$ cat src/rtl/regfile_arb_pkg.sv
// Shared types and helpers for the register-file writeback arbiter.
// Holds the requester/register geometry, the writeback payload struct and
// the round-robin pick function used by the top-level arbiter.
package regfile_arb_pkg;

  localparam int unsigned NUM_REQ  = 3;   // 0 = ALU, 1 = load, 2 = accelerator
  localparam int unsigned ADDR_W   = 5;
  localparam int unsigned DATA_W   = 32;
  localparam int unsigned GRANT_W  = (NUM_REQ > 1) ? $clog2(NUM_REQ) : 1;
  localparam int unsigned NUM_REGS = 1 << ADDR_W;

  typedef struct packed {
    logic [ADDR_W-1:0] rd;
    logic [DATA_W-1:0] data;
  } wb_req_t;

  typedef struct packed {
    logic               valid;
    logic [GRANT_W-1:0] idx;
  } rr_pick_t;

  // First requesting index found searching upward from last+1, wrapping.
  function automatic rr_pick_t rr_pick(input logic [NUM_REQ-1:0] req,
                                       input logic [GRANT_W-1:0] last);
    rr_pick_t           res;
    logic [GRANT_W-1:0] cand;
    res = '0;
    for (int unsigned k = 1; k <= NUM_REQ; k++) begin
      cand = GRANT_W'((32'(last) + k) % NUM_REQ);
      if (!res.valid && req[cand]) begin
        res.valid = 1'b1;
        res.idx   = cand;
      end
    end
    return res;
  endfunction

endpackage

$ cat src/rtl/wb_skid_fifo.sv
// Small order-preserving skid FIFO for one writeback requester.
// Ports: clk/rst (sync, active-high), push/din enqueue, pop dequeues head,
// full/empty status, entry_valid/entry_rd expose every slot for the
// pending-mask logic. Storage is a shift register: slot 0 is always the head.
module wb_skid_fifo
  import regfile_arb_pkg::*;
#(
  parameter int unsigned DEPTH = 2,
  parameter type         T     = wb_req_t
) (
  input  logic                         clk,
  input  logic                         rst,
  input  logic                         push,
  input  T                             din,
  input  logic                         pop,
  output T                             head,
  output logic                         full,
  output logic                         empty,
  output logic [DEPTH-1:0]             entry_valid,
  output logic [DEPTH-1:0][ADDR_W-1:0] entry_rd
);

  localparam int unsigned CNT_W = $clog2(DEPTH + 1);

  T                 mem [DEPTH];
  logic [CNT_W-1:0] count;
  logic             do_push;
  logic             do_pop;
  logic [CNT_W-1:0] wr_idx;

  assign full    = (count == CNT_W'(DEPTH));
  assign empty   = (count == '0);
  assign do_push = push & ~full;
  assign do_pop  = pop & ~empty;
  assign head    = mem[0];
  // On a simultaneous pop the tail slides down one place before the write.
  assign wr_idx  = do_pop ? (count - CNT_W'(1)) : count;

  // Occupancy counter.
  always_ff @(posedge clk) begin
    if (rst) begin
      count <= '0;
    end else begin
      case ({do_push, do_pop})
        2'b10:   count <= count + CNT_W'(1);
        2'b01:   count <= count - CNT_W'(1);
        default: count <= count;
      endcase
    end
  end

  // Shift on pop, then the push write (later assignment wins for its slot).
  always_ff @(posedge clk) begin
    for (int i = 0; i < int'(DEPTH) - 1; i++) begin
      if (do_pop) mem[i] <= mem[i+1];
    end
    for (int i = 0; i < int'(DEPTH); i++) begin
      if (do_push && (wr_idx == CNT_W'(i))) mem[i] <= din;
    end
  end

  // Per-slot visibility for the pending mask.
  always_comb begin
    entry_valid = '0;
    entry_rd    = '0;
    for (int i = 0; i < int'(DEPTH); i++) begin
      entry_valid[i] = (CNT_W'(i) < count);
      entry_rd[i]    = mem[i].rd;
    end
  end

endmodule

$ cat src/rtl/regfile_wb_arbiter.sv
// Shares the register file's single write port among NUM_REQ writeback
// sources. Each source feeds a skid FIFO; a round-robin arbiter pops one
// head per cycle into a posedge output register (write_en/rd/write_data/
// grant_id) so the register file can capture on the following negedge.
// Ports: clk, rst (sync active-high), req_valid/req_ready/req_rd/req_data
// per requester (flattened), write_en/rd/write_data/grant_id to the
// register file, pending_mask marks registers with writes still queued.
module regfile_wb_arbiter
  import regfile_arb_pkg::*;
#(
  parameter int unsigned FIFO_DEPTH = 2
) (
  input  logic                      clk,
  input  logic                      rst,
  input  logic [NUM_REQ-1:0]        req_valid,
  output logic [NUM_REQ-1:0]        req_ready,
  input  logic [NUM_REQ*ADDR_W-1:0] req_rd,
  input  logic [NUM_REQ*DATA_W-1:0] req_data,
  output logic                      write_en,
  output logic [ADDR_W-1:0]         rd,
  output logic [DATA_W-1:0]         write_data,
  output logic [GRANT_W-1:0]        grant_id,
  output logic [NUM_REGS-1:0]       pending_mask
);

  logic [NUM_REQ-1:0]                   fifo_full;
  logic [NUM_REQ-1:0]                   fifo_empty;
  logic [NUM_REQ-1:0]                   push;
  logic [NUM_REQ-1:0]                   pop;
  wb_req_t                              req_pkt    [NUM_REQ];
  wb_req_t                              head       [NUM_REQ];
  logic [FIFO_DEPTH-1:0]                ent_valid  [NUM_REQ];
  logic [FIFO_DEPTH-1:0][ADDR_W-1:0]    ent_rd     [NUM_REQ];
  logic [GRANT_W-1:0]                   last_grant;
  rr_pick_t                             pick;

  assign pick = rr_pick(~fifo_empty, last_grant);

  for (genvar g = 0; g < int'(NUM_REQ); g++) begin : g_req
    assign req_pkt[g]   = '{rd:   req_rd[g*ADDR_W +: ADDR_W],
                            data: req_data[g*DATA_W +: DATA_W]};
    assign req_ready[g] = ~fifo_full[g];
    // Writes to x0 complete the handshake but are never queued.
    assign push[g]      = req_valid[g] & ~fifo_full[g] & (req_pkt[g].rd != '0);
    assign pop[g]       = pick.valid & (pick.idx == GRANT_W'(g));

    wb_skid_fifo #(
      .DEPTH (FIFO_DEPTH),
      .T     (wb_req_t)
    ) u_fifo (
      .clk         (clk),
      .rst         (rst),
      .push        (push[g]),
      .din         (req_pkt[g]),
      .pop         (pop[g]),
      .head        (head[g]),
      .full        (fifo_full[g]),
      .empty       (fifo_empty[g]),
      .entry_valid (ent_valid[g]),
      .entry_rd    (ent_rd[g])
    );
  end

  // Output register and round-robin pointer; rd/data/grant hold when idle.
  always_ff @(posedge clk) begin
    if (rst) begin
      write_en   <= 1'b0;
      rd         <= '0;
      write_data <= '0;
      grant_id   <= '0;
      last_grant <= GRANT_W'(NUM_REQ - 1);
    end else begin
      write_en <= pick.valid;
      if (pick.valid) begin
        rd         <= head[pick.idx].rd;
        write_data <= head[pick.idx].data;
        grant_id   <= pick.idx;
        last_grant <= pick.idx;
      end
    end
  end

  // OR of every queued destination plus the in-flight write.
  always_comb begin
    pending_mask = '0;
    for (int i = 0; i < int'(NUM_REQ); i++) begin
      for (int j = 0; j < int'(FIFO_DEPTH); j++) begin
        if (ent_valid[i][j]) pending_mask[ent_rd[i][j]] = 1'b1;
      end
    end
    if (write_en) pending_mask[rd] = 1'b1;
    pending_mask[0] = 1'b0;
  end

endmodule
$ cat config.mk
export PLATFORM = sky130hd
export DESIGN_NAME = regfile_wb_arbiter
export DESIGN_NICKNAME = d
export VERILOG_FILES = /design/src/rtl/regfile_arb_pkg.sv /design/src/rtl/wb_skid_fifo.sv /design/src/rtl/regfile_wb_arbiter.sv
export SDC_FILE = /design/constraint.sdc
export NUM_CORES = 1
export LEC_CHECK = 0
export CORE_ASPECT_RATIO = 1.25
export CORE_MARGIN = 2
export CORE_UTILIZATION = 59
export CTS_BUF_LIST = sky130_fd_sc_hd__clkbuf_16
export DETAILED_ROUTE_END_ITERATION = 7
export GPL_TIMING_DRIVEN = 0
export PLACE_DENSITY_LB_ADDON = 0.15
export SYNTH_ARGS = -nofsm -noshare
export SYNTH_HDL_FRONTEND = slang
export SYNTH_SLANG_ARGS = --single-unit
$ cat constraint.sdc
create_clock -name clk -period 10.69 [get_ports clk]
set_clock_uncertainty 0.15 [all_clocks]
set_input_delay 3.207 -clock clk [delete_from_list [all_inputs] [get_ports clk]]
set_output_delay 3.207 -clock clk [all_outputs]
set_load 0.05 [all_outputs]
# After elaboration in Yosys (flattened, before gate mapping)
# Memories as Yosys holds them, arrays and structs flattened.
# Index checks and enable logic that the tools add are counted.
dict set report op_classes {
  add_sub_neg 9
  multipliers 0
  n_div 3
  order_cmp 24
  eq_ne 14
  shift 0
  n_mux 69
  bitwise_logic 32
  reduce_logical 33
}
# cell n
set ops {}
lappend ops {{37-bit two-way mux} 8}
lappend ops {{32-bit two-way mux} 7}
lappend ops {{32-bit bitwise OR} 6}
lappend ops {{37-bit OR reduction} 3}
lappend ops {{32-bit by 2-bit modulo with 32-bit output, second input constant} 3}
lappend ops {{37-bit binary-select mux with 2-bit select} 1}
lappend ops {{5-bit by 6-bit less-than comparator with 1-bit output, second input constant} 7}
lappend ops {{1-bit demux with 5-bit select} 7}
lappend ops {{5-bit by 1-bit >= comparator with 1-bit output, second input constant} 7}
lappend ops {{1-bit two-way mux} 34}
lappend ops {{1-bit AND} 15}
lappend ops {{1-bit logical AND} 15}
lappend ops {{5-bit nonzero test} 3}
lappend ops {{2-bit by 1-bit equality test with 1-bit output, second input constant} 7}
lappend ops {{2-bit equality test, second input constant} 7}
lappend ops {{2-bit zero test} 7}
lappend ops {{1-bit by 2-bit less-than comparator with 1-bit output, first input constant} 6}
lappend ops {{2-bit one-hot mux with 2 select lines} 3}
lappend ops {{2-bit by 3-bit less-than comparator with 1-bit output, second input constant} 3}
lappend ops {{3-bit two-way mux} 3}
lappend ops {{2-bit by 1-bit adder with 2-bit output, second input constant} 3}
lappend ops {{2-bit by 2-bit adder with 3-bit output, second input constant} 2}
lappend ops {{1-bit binary-select mux with 2-bit select} 3}
lappend ops {{2-bit two-way mux} 3}
lappend ops {{9 further kinds} 21}
dict set report totals {
  regBits 48
  latchBits 0
  mem_bits_rw 222
  romBits 0
  in_bits 116
  output_inout_bits 75
  wordCells 195
  n_memories 3
}
# memory depth width rd rd_ports_with_merged_regs write_ports line
set memory_table {}
lappend memory_table {{g_req[0].u_fifo.mem} 2 37 2 0 1 wb_skid_fifo.sv:25} ;# T mem [DEPTH];
lappend memory_table {{g_req[1].u_fifo.mem} 2 37 2 0 1 wb_skid_fifo.sv:25}
lappend memory_table {{g_req[2].u_fifo.mem} 2 37 2 0 1 wb_skid_fifo.sv:25}

# Depth between registers and ports, before layout
# Gate-level depths: netlist (run 1).
dict set report depth {
  depth_word 21
  depth_mapped 11
  ltp_nobuf 9
}

# Hierarchy
# Synthesis (run 1) repeated with hierarchy kept, for this count alone.
dict set report hier_totals {
  cells_unflattened 1118
  area_unflattened_um2 14176.1
}
# mod n_inst cells_each area_each_um2 seq_area_each_um2
set by_module_without_submodules {}
lappend by_module_without_submodules {wb_skid_fifo 3 187 3378.2 2262.2}
lappend by_module_without_submodules {regfile_wb_arbiter 1 557 4041.4 820.8}

# Worst setup path before layout (run 1)
# No wires, ideal clock.
dict set report synth_timing {
  path_kind {input to register}
  start {input req_rd[8]}
  end {memory g_req[1].u_fifo.mem[0][37] (netlist name), enable pin}
  t_arrival_ns 5.270
  t_required_ns 10.096
  setup_slack_ns 4.826
  cell_stages 3
  n_path_buf 0
  cell_sequence {or4_1 -> o211ai_1 -> a21oi_1}
}
dict set report synth_between {
  elab_chain_len 8
}
# item line
set synth_lines {}
lappend synth_lines {{from (decl)} regfile_wb_arbiter.sv:17} ;# input logic [NUM_REQ*ADDR_W-1:0] req_rd,
lappend synth_lines {{5-bit nonzero test (*)} regfile_wb_arbiter.sv:44} ;# assign push[g] = req_valid[g] & ~fifo_full[g] & (req_pkt[g].rd != '0);
lappend synth_lines {{1-bit AND (*)} regfile_wb_arbiter.sv:44}
lappend synth_lines {{1-bit AND (*)} wb_skid_fifo.sv:33} ;# assign do_push = push & ~full;
lappend synth_lines {{1-bit logical AND} wb_skid_fifo.sv:58} ;# if (do_push && (wr_idx == CNT_W'(i))) mem[i] <= din;
lappend synth_lines {{1-bit two-way mux} wb_skid_fifo.sv:58}
lappend synth_lines {{1-bit two-way mux (implied by the code)} wb_skid_fifo.sv:58}
lappend synth_lines {{37-bit OR reduction (no line) / 1-bit bitwise OR (equally long branches)} n/a}
lappend synth_lines {{1-bit two-way mux (no line)} n/a}
lappend synth_lines {{to (decl)} wb_skid_fifo.sv:25}
# Every way passes the cells marked *; elsewhere a longest branch is shown, timed or not.

# Worst setup path in the final report (run 1)
dict set report layout_timing {
  start {register g_req[0].u_fifo.count[1]}
  end {output pending_mask[13]}
}
dict set report layout_between {
  elab_chain_len 14
}
# item line
set layout_lines {}
lappend layout_lines {{from (decl)} wb_skid_fifo.sv:26} ;# logic [CNT_W-1:0] count;
lappend layout_lines {{from (signal assigned)} wb_skid_fifo.sv:45} ;# 2'b10: count <= count + CNT_W'(1);
lappend layout_lines {{from (signal assigned)} wb_skid_fifo.sv:46} ;# 2'b01: count <= count - CNT_W'(1);
lappend layout_lines {{from (signal assigned)} wb_skid_fifo.sv:47} ;# default: count <= count;
lappend layout_lines {{1-bit by 2-bit less-than comparator with 1-bit output} wb_skid_fifo.sv:67} ;# entry_valid[i] = (CNT_W'(i) < count);
lappend layout_lines {{32-bit two-way mux} regfile_wb_arbiter.sv:88} ;# if (ent_valid[i][j]) pending_mask[ent_rd[i][j]] = 1'b1;
lappend layout_lines {{32-bit bitwise OR (no line)} n/a}
lappend layout_lines {{32-bit two-way mux (*)} regfile_wb_arbiter.sv:88}
lappend layout_lines {{32-bit bitwise OR (no line)} n/a}
lappend layout_lines {{32-bit two-way mux (*)} regfile_wb_arbiter.sv:88}
lappend layout_lines {{32-bit bitwise OR (no line)} n/a}
lappend layout_lines {{32-bit two-way mux (*)} regfile_wb_arbiter.sv:88}
lappend layout_lines {{32-bit bitwise OR (no line)} n/a}
lappend layout_lines {{32-bit two-way mux (*)} regfile_wb_arbiter.sv:88}
lappend layout_lines {{32-bit bitwise OR (no line)} n/a}
lappend layout_lines {{32-bit two-way mux (*)} regfile_wb_arbiter.sv:88}
lappend layout_lines {{32-bit bitwise OR (no line)} n/a}
lappend layout_lines {{32-bit two-way mux (*)} regfile_wb_arbiter.sv:91} ;# if (write_en) pending_mask[rd] = 1'b1;
lappend layout_lines {{to (decl)} regfile_wb_arbiter.sv:23} ;# output logic [NUM_REGS-1:0] pending_mask
# Marks and branches as above.

==> results of run 1 <==
[cell families (layout without fill, tap and decap cells)]
kind of cell	after synthesis	count (layout)	share of synthesized area (%)
other	1	1	0.0296
muxes	113	113	10.9
buffers and inverters	80	321	3.03
xor gates and xnor gates	6	6	0.414
DFF	269	269	60.0
and+or+nand+nor	327	327	13.1
adders and majority gates	16	16	1.54
AOI/OAI and AO/OA	189	189	11.0
[metrics by stage]
stage | instance area (sq um) | std cells
final | 15800 | 1516
after detailed placement | 15000 | 1469
after floorplan | 12700 | 1001
after global placement | 14900 | 1464
after global routing | 15800 | 1516
after CTS | 15800 | 1516
[area by class of cell]
type / instances / area, sq um / share of cell area, %
buffer: 62 / 317 / 2.00
clock inverter: 21 / 131 / 0.831
tap: 274 / 343 / 2.17
sequential: 269 / 7610 / 48.1
multi-input combinational: 652 / 4730 / 29.9
inverter: 18 / 67.6 / 0.427
clock buffer: 26 / 651 / 4.11
timing repair buffer: 194 / 1960 / 12.4
[how the worst min path moves through the flow]
stage / endpoint / depth (start not counted) / from
2_1_floorplan: last_grant[1] / 1 / last_grant[1]
3_3_place_gp: write_data[31] / 1 / write_data[31]
3_5_place_dp: write_data[0] / 1 / write_data[0]
4_1_cts: write_data[0] / 1 / write_data[0]
5_1_grt: write_data[27] / 1 / write_data[27]
6_report: write_data[0] / 1 / write_data[0]
[state kept, by name, indices dropped and copies added (netlist names)]
name                flops
grant_id                2
rd                      5
g_req.u_fifo.mem      222
last_grant              1
g_req.u_fifo.count      6
write_en                1
write_data             32
[where the power goes]
group          total, mW  leakage [nW]  internal (mW)  switching [mW]
combinational       2.43          2.75          0.855            1.58
clock              0.858         0.415          0.467           0.391
sequential          1.88          2.47           1.69           0.192
total               5.17          5.63           3.01            2.16
[synthesized netlist by cell type (9+ instances only)]
library cell                number
sky130_fd_sc_hd__nand2_1       128
sky130_fd_sc_hd__nor3b_1        19
sky130_fd_sc_hd__edfxtp_1      222
sky130_fd_sc_hd__ha_1           14
sky130_fd_sc_hd__and3b_1        12
sky130_fd_sc_hd__dfxtp_1        47
sky130_fd_sc_hd__buf_2          16
sky130_fd_sc_hd__o21ai_0        36
sky130_fd_sc_hd__mux2_2         60
sky130_fd_sc_hd__a221oi_1       29
sky130_fd_sc_hd__inv_1          16
sky130_fd_sc_hd__clkbuf_1       34
sky130_fd_sc_hd__nand3_1        37
sky130_fd_sc_hd__nor2_1         39
sky130_fd_sc_hd__mux2_4         30
sky130_fd_sc_hd__nand3b_1        9
sky130_fd_sc_hd__mux2_1         22
sky130_fd_sc_hd__a22oi_1        27
sky130_fd_sc_hd__and3_1         41
sky130_fd_sc_hd__o22ai_1        26
sky130_fd_sc_hd__o2bb2ai_1      33
[metal layers]
metal / track usage (%) / share of wire (%)
met1: 39.4 / 38
met2: 58.5 / 51
met3: 5.12 / 6.8
met4: 14.8 / 4.3
met5: 0 / 0
[cell usage in the layout, fill, tap and decap left out, types with 7 or more instances in the layout]
cell and n:
sky130_fd_sc_hd__a22oi_1 27, sky130_fd_sc_hd__and3b_1 12, sky130_fd_sc_hd__o22ai_1 26, sky130_fd_sc_hd__o2bb2ai_1 33, sky130_fd_sc_hd__mux2_2 60, sky130_fd_sc_hd__buf_2 18, sky130_fd_sc_hd__ha_1 14, sky130_fd_sc_hd__inv_1 25
sky130_fd_sc_hd__nor3b_1 19, sky130_fd_sc_hd__nor2_1 37, sky130_fd_sc_hd__clkinv_1 7, sky130_fd_sc_hd__clkbuf_16 26, sky130_fd_sc_hd__nor3_1 8, sky130_fd_sc_hd__nand3_1 37, sky130_fd_sc_hd__o21ai_0 36, sky130_fd_sc_hd__nand2_1 128
sky130_fd_sc_hd__mux2_1 22, sky130_fd_sc_hd__clkbuf_1 34, sky130_fd_sc_hd__a221oi_1 29, sky130_fd_sc_hd__mux2_4 30, sky130_fd_sc_hd__nand3b_1 9, sky130_fd_sc_hd__clkdlybuf4s50_1 189, sky130_fd_sc_hd__dfxtp_1 47, sky130_fd_sc_hd__and3_1 41
sky130_fd_sc_hd__edfxtp_1 222
[worst max-delay path, cell delays in order (launching register included)]
cell and delay, ns:
sky130_fd_sc_hd__dfxtp_1 0.40, sky130_fd_sc_hd__inv_1 0.16, sky130_fd_sc_hd__ha_1 0.21, sky130_fd_sc_hd__buf_2 0.18, sky130_fd_sc_hd__nor3b_1 1.01, sky130_fd_sc_hd__a221oi_1 0.28
sky130_fd_sc_hd__nand3_1 0.16, sky130_fd_sc_hd__clkdlybuf4s50_1 0.81
==> parameters.txt, run 1 <==
Parameter                              Value

Run status
  Status ... complete, no violations

Logic synthesis
  Mean instance size in the synthesized netlist ... 12.7 sq um
  Area of the mapped netlist ... 12700 sq um
  Syn nets ... 1131
  Area share of the largest cell type after synthesis ... 52.6%
  Synthesis warning total ... 0
  Register bit total from synthesis ... 269
  Post-synthesis instance total ... 1001
  Synth cell types ... 55
  Register area share after synthesis ... 60.0%
  EDFF count, synth ... 222
  Async set-or-reset flop fraction in the synthesized netlist ... 0%
  Ys flop type ... sky130_fd_sc_hd__edfxtp_1
  Cell type contributing the most total cell area after synthesis ... sky130_fd_sc_hd__edfxtp_1
  Most area-consuming cells after synthesis ... sky130_fd_sc_hd__edfxtp_1, sky130_fd_sc_hd__dfxtp_1, sky130_fd_sc_hd__mux2_2

Layout
  Layout cells sized above 1 ... 14.1%
  Final Core Density ... 75.4%
  Number of inserted diodes ... 0
  Count of fill cells added during filler insertion ... 1373
  Final layout net count ... 1353
  Syn-to-layout area delta ... 24.7%

Clock tree
  Resized Gates After CTS ... 0
  Sinks on Clock Net ... 269
  TritonCTS clock tree ... built
  Post-CTS Setup Bufs ... 0
  Worst-skew pair later-pin latency ... 0.54 ns
  Max Root-Sink Buffers ... 3
  Inserted Clock Buffers ... 26
  Hold-fix buffers at CTS ... 0
  Clock root buffer ... sky130_fd_sc_hd__clkbuf_16
  Number of levels in the clock H-tree ... 1
  Clock-pin slew on the worst setup and hold paths ... 0.07 ns

STA
  Final setup vio count ... 0
  Final critical path time including I/O delays and setup ... 7.13 ns
  Least-Margin Pin Slew ... 1.36 ns
  Slew margin rel. ... 8.58%
  Final period utilization ... 66.7%
  Worst hold margin ... 0.315 ns
  Crit path setup slack, layout ... 3.56 ns
  Final TNS setup ... 0 ns
  Setup repair after global routing missed its margin ... false
  Fin. Hold Viols ... 0
  Final Max Slew Viols ... 0
  Highest attainable clock frequency ... 140 MHz

Floorplanning
  Floorplan die area ... 22700 sq um
  Core Footprint ... 21000 sq um
  Overall die height ... 168 um
  Initial Util ... 60.5%
  Ports placed on the boundary ... 191
  Count of standard-cell rows ... 59
  Die Width ... 135 um

Worst setup path
  Worst flop-to-flop path startpoint ... g_req[0].u_fifo.count[1]
  End of the worst register-to-register path ... g_req[1].u_fifo.mem[0][8]
  Kind of critical path ... flip-flop to output port
  Data required time at the worst endpoint ... 7.33 ns
  Critical Path End ... pending_mask[13]
  Data arrival time of the critical path ... 3.77 ns
  Nature of the critical path endpoint ... output port
  Source of the critical timing path ... g_req[0].u_fifo.count[1]
  Peak fanout along the critical path ... 9
  Critical path startpoint category ... flip-flop
  Reg-to-reg slack, setup ... 6.49 ns
  Worst Reg-to-Reg Cells ... 10

Drt
  Number of iterations in the first detailed-routing pass ... 5
  Initial drt markers ... 924
  Via count of the routed design ... 9702
  Detailed-route wire length per cell ... 24.7 um
  Via density per instance ... 6.40
  Post-DRT Antenna Nets ... 0
  DR DRC count ... 0
  Sum of routed wire length over all layers ... 37400 um

Placement
  Setup slack at placement ... 4.03 ns
  Placed wire-length estimate ... 26300 um
  # port buffers ... 189
  Final weighted congestion of routability-driven global placement ... 1.01

GRT
  Antenna violations before repair ... 0
  GRT Util Overall ... 32.9%
  Wire length of the first global-routing pass ... 56900 um
  Vias in the first global route ... 9886
  Global route total overflow ... 0
  Largest net degree at the start of global routing ... 38

Power
  Total Power Consumption ... 5.17 mW
  Worst VDD drop ... 204 uV
  Static Leakage ... 5.63 nW
  Power Dens Cells ... 327 nW/um^2

Run
  MaxCap Viol Count ... 0

Min path
  Type of the most critical hold path ... flip-flop to flip-flop
Power figures use the tool's default switching activity.
==> run 2, diff against run 1 <==
--- a/config.mk
+++ b/config.mk
@@ -7,7 +7,7 @@
 export LEC_CHECK = 0
 export CORE_ASPECT_RATIO = 1.25
 export CORE_MARGIN = 2
-export CORE_UTILIZATION = 59
+export CORE_UTILIZATION = 55
 export CTS_BUF_LIST = sky130_fd_sc_hd__clkbuf_16
 export DETAILED_ROUTE_END_ITERATION = 7
 export GPL_TIMING_DRIVEN = 0
==> constraint.sdc (replaced) <==
create_clock -name clk -period 6.74 [get_ports clk]
set_clock_uncertainty 0.15 [all_clocks]
set_input_delay 2.022 -clock clk [delete_from_list [all_inputs] [get_ports clk]]
set_output_delay 2.022 -clock clk [all_outputs]
set_load 0.05 [all_outputs]
==> parameters.txt, run 2 (synthesis gave the netlist of run 1 again) <==
Parameter                              Value

Run status
  Status ... complete, no violations

Placement
  Final weighted congestion of routability-driven global placement ... 0.981 (-3.1%)
  Area after DPL ... 15100 sq um (+0.28%)
  Setup slack at placement ... 1.28 ns (-2.75 ns)
  Placed wire-length estimate ... 26100 um (-0.76%)
  # port buffers ... 189 (unchanged)
  # placed instances ... 1482 (+0.88%)

Worst setup path
  Critical path startpoint category ... flip-flop
  Data required time at the worst endpoint ... 4.57 ns (-2.76 ns)
  Data arrival time of the critical path ... 3.93 ns (+0.16 ns)
  Nature of the critical path endpoint ... output port
  Peak fanout along the critical path ... 9 (unchanged)
  Kind of critical path ... flip-flop to output port

Clock tree
  Inserted Clock Buffers ... 26 (unchanged)
  Hold-fix buffers at CTS ... 0 (unchanged)
  TritonCTS clock tree ... built
  Clock-pin slew on the worst setup and hold paths ... 0.07 ns (about the same)
  Sinks on Clock Net ... 269 (unchanged)
  Resized Gates After CTS ... 0 (unchanged)
  Clock root buffer ... sky130_fd_sc_hd__clkbuf_16
  Max Root-Sink Buffers ... 3 (unchanged)
  Post-CTS Setup Bufs ... 0 (unchanged)
  Worst-skew pair later-pin latency ... 0.54 ns (about the same)
  Number of levels in the clock H-tree ... 1 (unchanged)

GRT
  Largest net degree at the start of global routing ... 38 (unchanged)
  Global route total overflow ... 0 (unchanged)
  Vias in the first global route ... 9606 (-2.8%)
  Antenna violations before repair ... 0 (unchanged)
  GRT Util Overall ... 29.3% (-3.6 points)
  Wire length of the first global-routing pass ... 55300 um (-2.7%)

Run
  MaxCap Viol Count ... 0 (unchanged)

Power
  Share of total power in combinational logic ... 46.7% (-0.3 points)
  Switching power summed over all nets ... 3.39 mW (+57%)
  Power Dens Cells ... 518 nW/um^2 (+59%)
  Worst VDD drop ... 311 uV (+52%)
  P_int ... 4.86 mW (+61%)
  Static Leakage ... 5.66 nW (+0.47%)
  Clk network pwr share ... 17.5% (+0.9 points)
  Part of the total power dissipated in sequential elements ... 35.8% (-0.6 points)
  Fraction of power spent switching nets ... 41.1% (-0.68 points)

STA
  Final critical path time including I/O delays and setup ... 6.10 ns
  Crit path setup slack, layout ... 0.640 ns (-2.92 ns)
  Final period utilization ... 90.5%
  Slew margin rel. ... 9.02% (+0.44 points)
  Fin. Hold Viols ... 0 (unchanged)
  Least-Margin Pin Slew ... 1.36 ns (+0.00176 ns)
  Final setup vio count ... 0 (unchanged)
  Final Max Slew Viols ... 0 (unchanged)
  Highest attainable clock frequency ... 164 MHz
  Setup repair after global routing missed its margin ... false

Drt
  Number of iterations in the first detailed-routing pass ... 5 (unchanged)
  Detailed-route wire length per cell ... 23.8 um (-3.4%)
  Post-DRT Antenna Nets ... 0 (unchanged)
  Initial drt markers ... 828 (-10%)
  Via count of the routed design ... 9474 (-2.4%)
  DR DRC count ... 0 (unchanged)
  Via density per instance ... 6.20 (-3.2%)
  Sum of routed wire length over all layers ... 36400 um (-2.6%)

Layout
  Design Area, Final ... 15900 sq um (+0.62%)
  Final layout net count ... 1352 (-0.074%)
  Highest-count cells in the layout ignoring fill and taps ... sky130_fd_sc_hd__edfxtp_1, sky130_fd_sc_hd__clkdlybuf4s50_1, sky130_fd_sc_hd__nand2_1
  Number of flip-flops under the largest register name ... 222 (unchanged)
  Biggest registers after layout ... g_req.u_fifo.mem: 222 flops, write_data: 32 flops, g_req.u_fifo.count: 6 flops
  Top reg by flops ... g_req.u_fifo.mem
  Layout cells sized above 1 ... 14.7% (+0.66 points)
  Number of inserted diodes ... 0 (unchanged)
  Count of non-filler cells in the finished layout ... 1529 (+0.86%)
  Most common cell after layout, fill and taps aside ... sky130_fd_sc_hd__edfxtp_1
  Syn-to-layout area delta ... 25.5%

Floorplanning
  Overall die height ... 174 um (+3.5%)
  Initial Util ... 55.6% (-4.9 points)
  Ports placed on the boundary ... 191 (unchanged)
  Floorplan die area ... 24300 sq um (+7.1%)
  Core Footprint ... 22800 sq um (+8.8%)
  Die Width ... 140 um (+3.5%)
  Count of standard-cell rows ... 62 (+5.1%)

Min path
  Type of the most critical hold path ... flip-flop to flip-flop
==> run 2: cell types whose count changed in the layout (fill, tap and decap cells not counted), sizes merged <==
cell,previous run,this run
inv,29,25
bufinv,1,3
clkinv,9,11
buf,33,32
==> run 2: final timing paths <==
check	start	slack [ns]	depth (start not counted)	endpoint
worst min register to register	write_data[1]	0.32	1	write_data[1]
worst min-delay path	write_data[1]	0.32	1	write_data[1]
worst max register to register	g_req[0].u_fifo.count[1]	2.62	10	g_req[1].u_fifo.mem[0][12]
worst max-delay path	g_req[0].u_fifo.count[1]	0.64	9	pending_mask[22]
==> run 2: final cells by class <==
| cell class | instances | area, sq um |
|---|---|---|
| Clock inverter | 21 | 186 |
| Inverter | 18 | 67.6 |
| Clock buffer | 26 | 651 |
| Multi-Input combinational cell | 652 | 4750 |
| Fill cell | 1664 | 6900 |
| Timing Repair Buffer | 193 | 1970 |
| Buffer | 62 | 317 |
| Tap cell | 288 | 360 |
| Sequential cell | 269 | 7610 |
==> run 2: per-layer routing <==
layer / routed length, um / GRT usage [%] / up-vias / share of wire, %
met5: 0 / 0 / - / 0
met4: 1470 / 13.1 / 0 / 4.0
met3: 2480 / 5.19 / 99 / 6.8
met2: 18300 / 51.0 / 484 / 50
met1: 14100 / 35.8 / 4590 / 39
li1: - / - / 4301 / -
==> run 2: stage by stage <==
stage / total power [mW] / TNS, ns / utilization (%) / hold WS (ns)
2_1_floorplan: 5.46 / 0 / - / 0.313
3_3_place_gp: 6.69 / -0.876 / 65.5 / 0.297
3_5_place_dp: 6.80 / 0 / 66.1 / 0.301
4_1_cts: 8.26 / 0 / 69.8 / 0.317
5_1_grt: 8.66 / 0 / 69.8 / 0.333
6_report: 8.25 / 0 / 69.8 / 0.319
==> run 2: power by group through the flow <==
stage	Sequential (mW)	Combinational, mW	Clock, mW
3_3_place_gp	2.98	3.71	0
2_1_floorplan	3.13	2.33	0
5_1_grt	3.01	4.13	1.52
3_5_place_dp	2.98	3.83	0
6_report	2.95	3.85	1.45
4_1_cts	2.95	3.85	1.46
==> run 2: critical path, stage by stage (launching register included) <==
cell	delay, ns
sky130_fd_sc_hd__dfxtp_1	0.41
sky130_fd_sc_hd__inv_1	0.17
sky130_fd_sc_hd__ha_1	0.22
sky130_fd_sc_hd__buf_2	0.18
sky130_fd_sc_hd__nor3b_1	1.10
sky130_fd_sc_hd__nand2_1	0.12
sky130_fd_sc_hd__o21ai_0	0.12
sky130_fd_sc_hd__a221oi_1	0.09
sky130_fd_sc_hd__nand3_1	0.17
sky130_fd_sc_hd__clkdlybuf4s50_1	0.81
==> run 3, diff against run 2 <==
--- a/config.mk
+++ b/config.mk
@@ -7,11 +7,12 @@
 export LEC_CHECK = 0
 export CORE_ASPECT_RATIO = 1.25
 export CORE_MARGIN = 2
-export CORE_UTILIZATION = 55
+export CORE_UTILIZATION = 31
 export CTS_BUF_LIST = sky130_fd_sc_hd__clkbuf_16
 export DETAILED_ROUTE_END_ITERATION = 7
 export GPL_TIMING_DRIVEN = 0
 export PLACE_DENSITY_LB_ADDON = 0.15
+export SKIP_LAST_GASP = 1
 export SYNTH_ARGS = -nofsm -noshare
 export SYNTH_HDL_FRONTEND = slang
 export SYNTH_SLANG_ARGS = --single-unit
==> constraint.sdc (replaced) <==
create_clock -name clk -period 6.53 [get_ports clk]
set_clock_uncertainty 0.15 [all_clocks]
set_input_delay 1.959 -clock clk [delete_from_list [all_inputs] [get_ports clk]]
set_output_delay 1.959 -clock clk [all_outputs]
set_load 0.05 [all_outputs]
==> parameters.txt, run 3 (synthesis gave the netlist of run 1 again) <==
Parameter                              Value

Layout
  Final layout net count ... 1355 (+0.22%)
  Count of fill cells added during filler insertion ... 3891 (+130%)
  Layout cells sized above 1 ... 14.6% (-0.16 points)
  Syn-to-layout area delta ... 28.4%
  Final Core Density ... 40.5% (-29 points)
  Register area ... 7610 sq um (unchanged)
  Biggest registers after layout ... g_req.u_fifo.mem: 222 flops, write_data: 32 flops, g_req.u_fifo.count: 6 flops
  Area of the multi-input gates ... 4750 sq um (unchanged)
  Most common cell after layout, fill and taps aside ... sky130_fd_sc_hd__edfxtp_1
  Top reg by flops ... g_req.u_fifo.mem
  Number of flip-flops under the largest register name ... 222 (unchanged)
  Highest-count cells in the layout ignoring fill and taps ... sky130_fd_sc_hd__edfxtp_1, sky130_fd_sc_hd__clkdlybuf4s50_1, sky130_fd_sc_hd__nand2_1

STA
  Highest attainable clock frequency ... 165 MHz
  Slew margin rel. ... 15.0% (+5.9 points)
  Setup repair after global routing missed its margin ... false
  Final Max Slew Viols ... 0 (unchanged)
  Fin. Hold Viols ... 0 (unchanged)
  Least-Margin Pin Slew ... 1.27 ns (-0.0888 ns)
  Final setup vio count ... 0 (unchanged)
  Final period utilization ... 92.7%
  Final TNS setup ... 0 ns (unchanged)
  Final critical path time including I/O delays and setup ... 6.05 ns

Placement
  # port buffers ... 189 (unchanged)
  Placed wire-length estimate ... 28600 um (+9.4%)
  Final weighted congestion of routability-driven global placement ... 0.842 (-14%)

Worst setup path
  Data arrival time of the critical path ... 3.94 ns (about the same)
  Nature of the critical path endpoint ... output port
  Worst flop-to-flop path startpoint ... g_req[0].u_fifo.count[1]
  Critical path startpoint category ... flip-flop
  Kind of critical path ... flip-flop to output port
  Data required time at the worst endpoint ... 4.42 ns (-0.15 ns)
  Peak fanout along the critical path ... 9 (unchanged)
  Source of the critical timing path ... g_req[0].u_fifo.count[1]

Power
  Worst VDD drop ... 271 uV (-13%)
  Static Leakage ... 5.68 nW (+0.43%)
  Power Dens Cells ... 527 nW/um^2 (+1.8%)

Clock tree
  TritonCTS clock tree ... built
  Clock root buffer ... sky130_fd_sc_hd__clkbuf_16
  Hold-fix buffers at CTS ... 0 (unchanged)
  Sinks on Clock Net ... 269 (unchanged)
  Worst-skew pair later-pin latency ... 0.57 ns (+0.03 ns)
  Clock-pin slew on the worst setup and hold paths ... 0.06 ns (about the same)
  Number of levels in the clock H-tree ... 1 (unchanged)
  Post-CTS Setup Bufs ... 0 (unchanged)
  Resized Gates After CTS ... 0 (unchanged)
  Max Root-Sink Buffers ... 3 (unchanged)
  Inserted Clock Buffers ... 29 (+12%)

Drt
  Number of iterations in the first detailed-routing pass ... 5 (unchanged)
  Detailed-route wire length per cell ... 22.5 um (-5.8%)
  Via count of the routed design ... 9271 (-2.1%)
  Via density per instance ... 5.16 (-17%)
  DR DRC count ... 0 (unchanged)
  Post-DRT Antenna Nets ... 0 (unchanged)
  Sum of routed wire length over all layers ... 40300 um (+11%)
  Initial drt markers ... 614 (-26%)

GRT
  Largest net degree at the start of global routing ... 38 (unchanged)
  Global route total overflow ... 0 (unchanged)
  Wire length of the first global-routing pass ... 59400 um (+7.3%)
  Antenna violations before repair ... 3 (+3)
  GRT Util Overall ... 18.7% (-11 points)
  Vias in the first global route ... 9468 (-1.4%)

Run
  MaxCap Viol Count ... 0 (unchanged)

Floorplanning
  Core Footprint ... 40200 sq um (+76%)
  Die Width ... 185 um (+32%)
  Overall die height ... 230 um (+32%)
  Count of standard-cell rows ... 82 (+32%)
  Floorplan die area ... 42600 sq um (+75%)
  Initial Util ... 31.5% (-24 points)
  Ports placed on the boundary ... 191 (unchanged)

Run status
  Status ... complete, no violations

Min path
  Worst min-delay path startpoint ... write_data[5]
  Type of the most critical hold path ... flip-flop to flip-flop
[run 3: power breakdown]
part	internal, mW	switching [mW]	total (mW)
Clock	0.882	0.682	1.56
Combinational	1.40	2.59	3.99
Sequential	2.76	0.268	3.03
[run 3: worst paths after layout]
check / slack [ns] / depth (start not counted) / end
hold reg to reg: 0.31 / 1 / write_data[5]
hold / removal: 0.31 / 1 / write_data[5]
setup reg to reg: 2.49 / 10 / g_req[1].u_fifo.mem[0][27]
setup / recovery: 0.48 / 7 / pending_mask[29]
[run 3: layout make-up]
type                    count  area share, %
multi-input cells         652           29.2
plain buffers              62           1.94
clock buffers              29           4.46
clock inverters            25           1.01
repair buffers            193           12.1
well taps                 546           4.20
inverters                  18          0.415
flip-flops and latches    269           46.7
diodes                      1         0.0154
[run 3: worst max-delay path, stage by stage (launching register included)]
cell,delay [ns]
sky130_fd_sc_hd__dfxtp_1,0.40
sky130_fd_sc_hd__inv_1,0.17
sky130_fd_sc_hd__ha_1,0.23
sky130_fd_sc_hd__buf_2,0.18
sky130_fd_sc_hd__nor3b_1,1.03
sky130_fd_sc_hd__a221oi_1,0.34
sky130_fd_sc_hd__nand3_1,0.20
sky130_fd_sc_hd__clkdlybuf4s50_1,0.82
[run 3: routing by layer]
metal	wire length, um	part of all wire, %	track usage [%]	vias to the layer above
met5	37	0.092	0	-
met4	1420	3.5	7.51	6
met3	2170	5.4	3.06	81
met2	20000	50	31.9	317
met1	16700	41	23.6	4560
li1	-	-	-	4307
[run 3: through the flow]
stage / power, mW / hold WS, ns / setup slack [ns] / cells / instance area, sq um
after global placement: 7.04 / 0.296 / -0.485 / 1736 / 15300
after global routing: 9.12 / 0.328 / 0.252 / 1794 / 16300
final: 8.59 / 0.314 / 0.480 / 1795 / 16300
after floorplan: 5.64 / 0.313 / 1.91 / 1001 / 12700
after CTS: 8.72 / 0.317 / 0.469 / 1794 / 16300
after detailed placement: 7.12 / 0.297 / 0.935 / 1740 / 15400
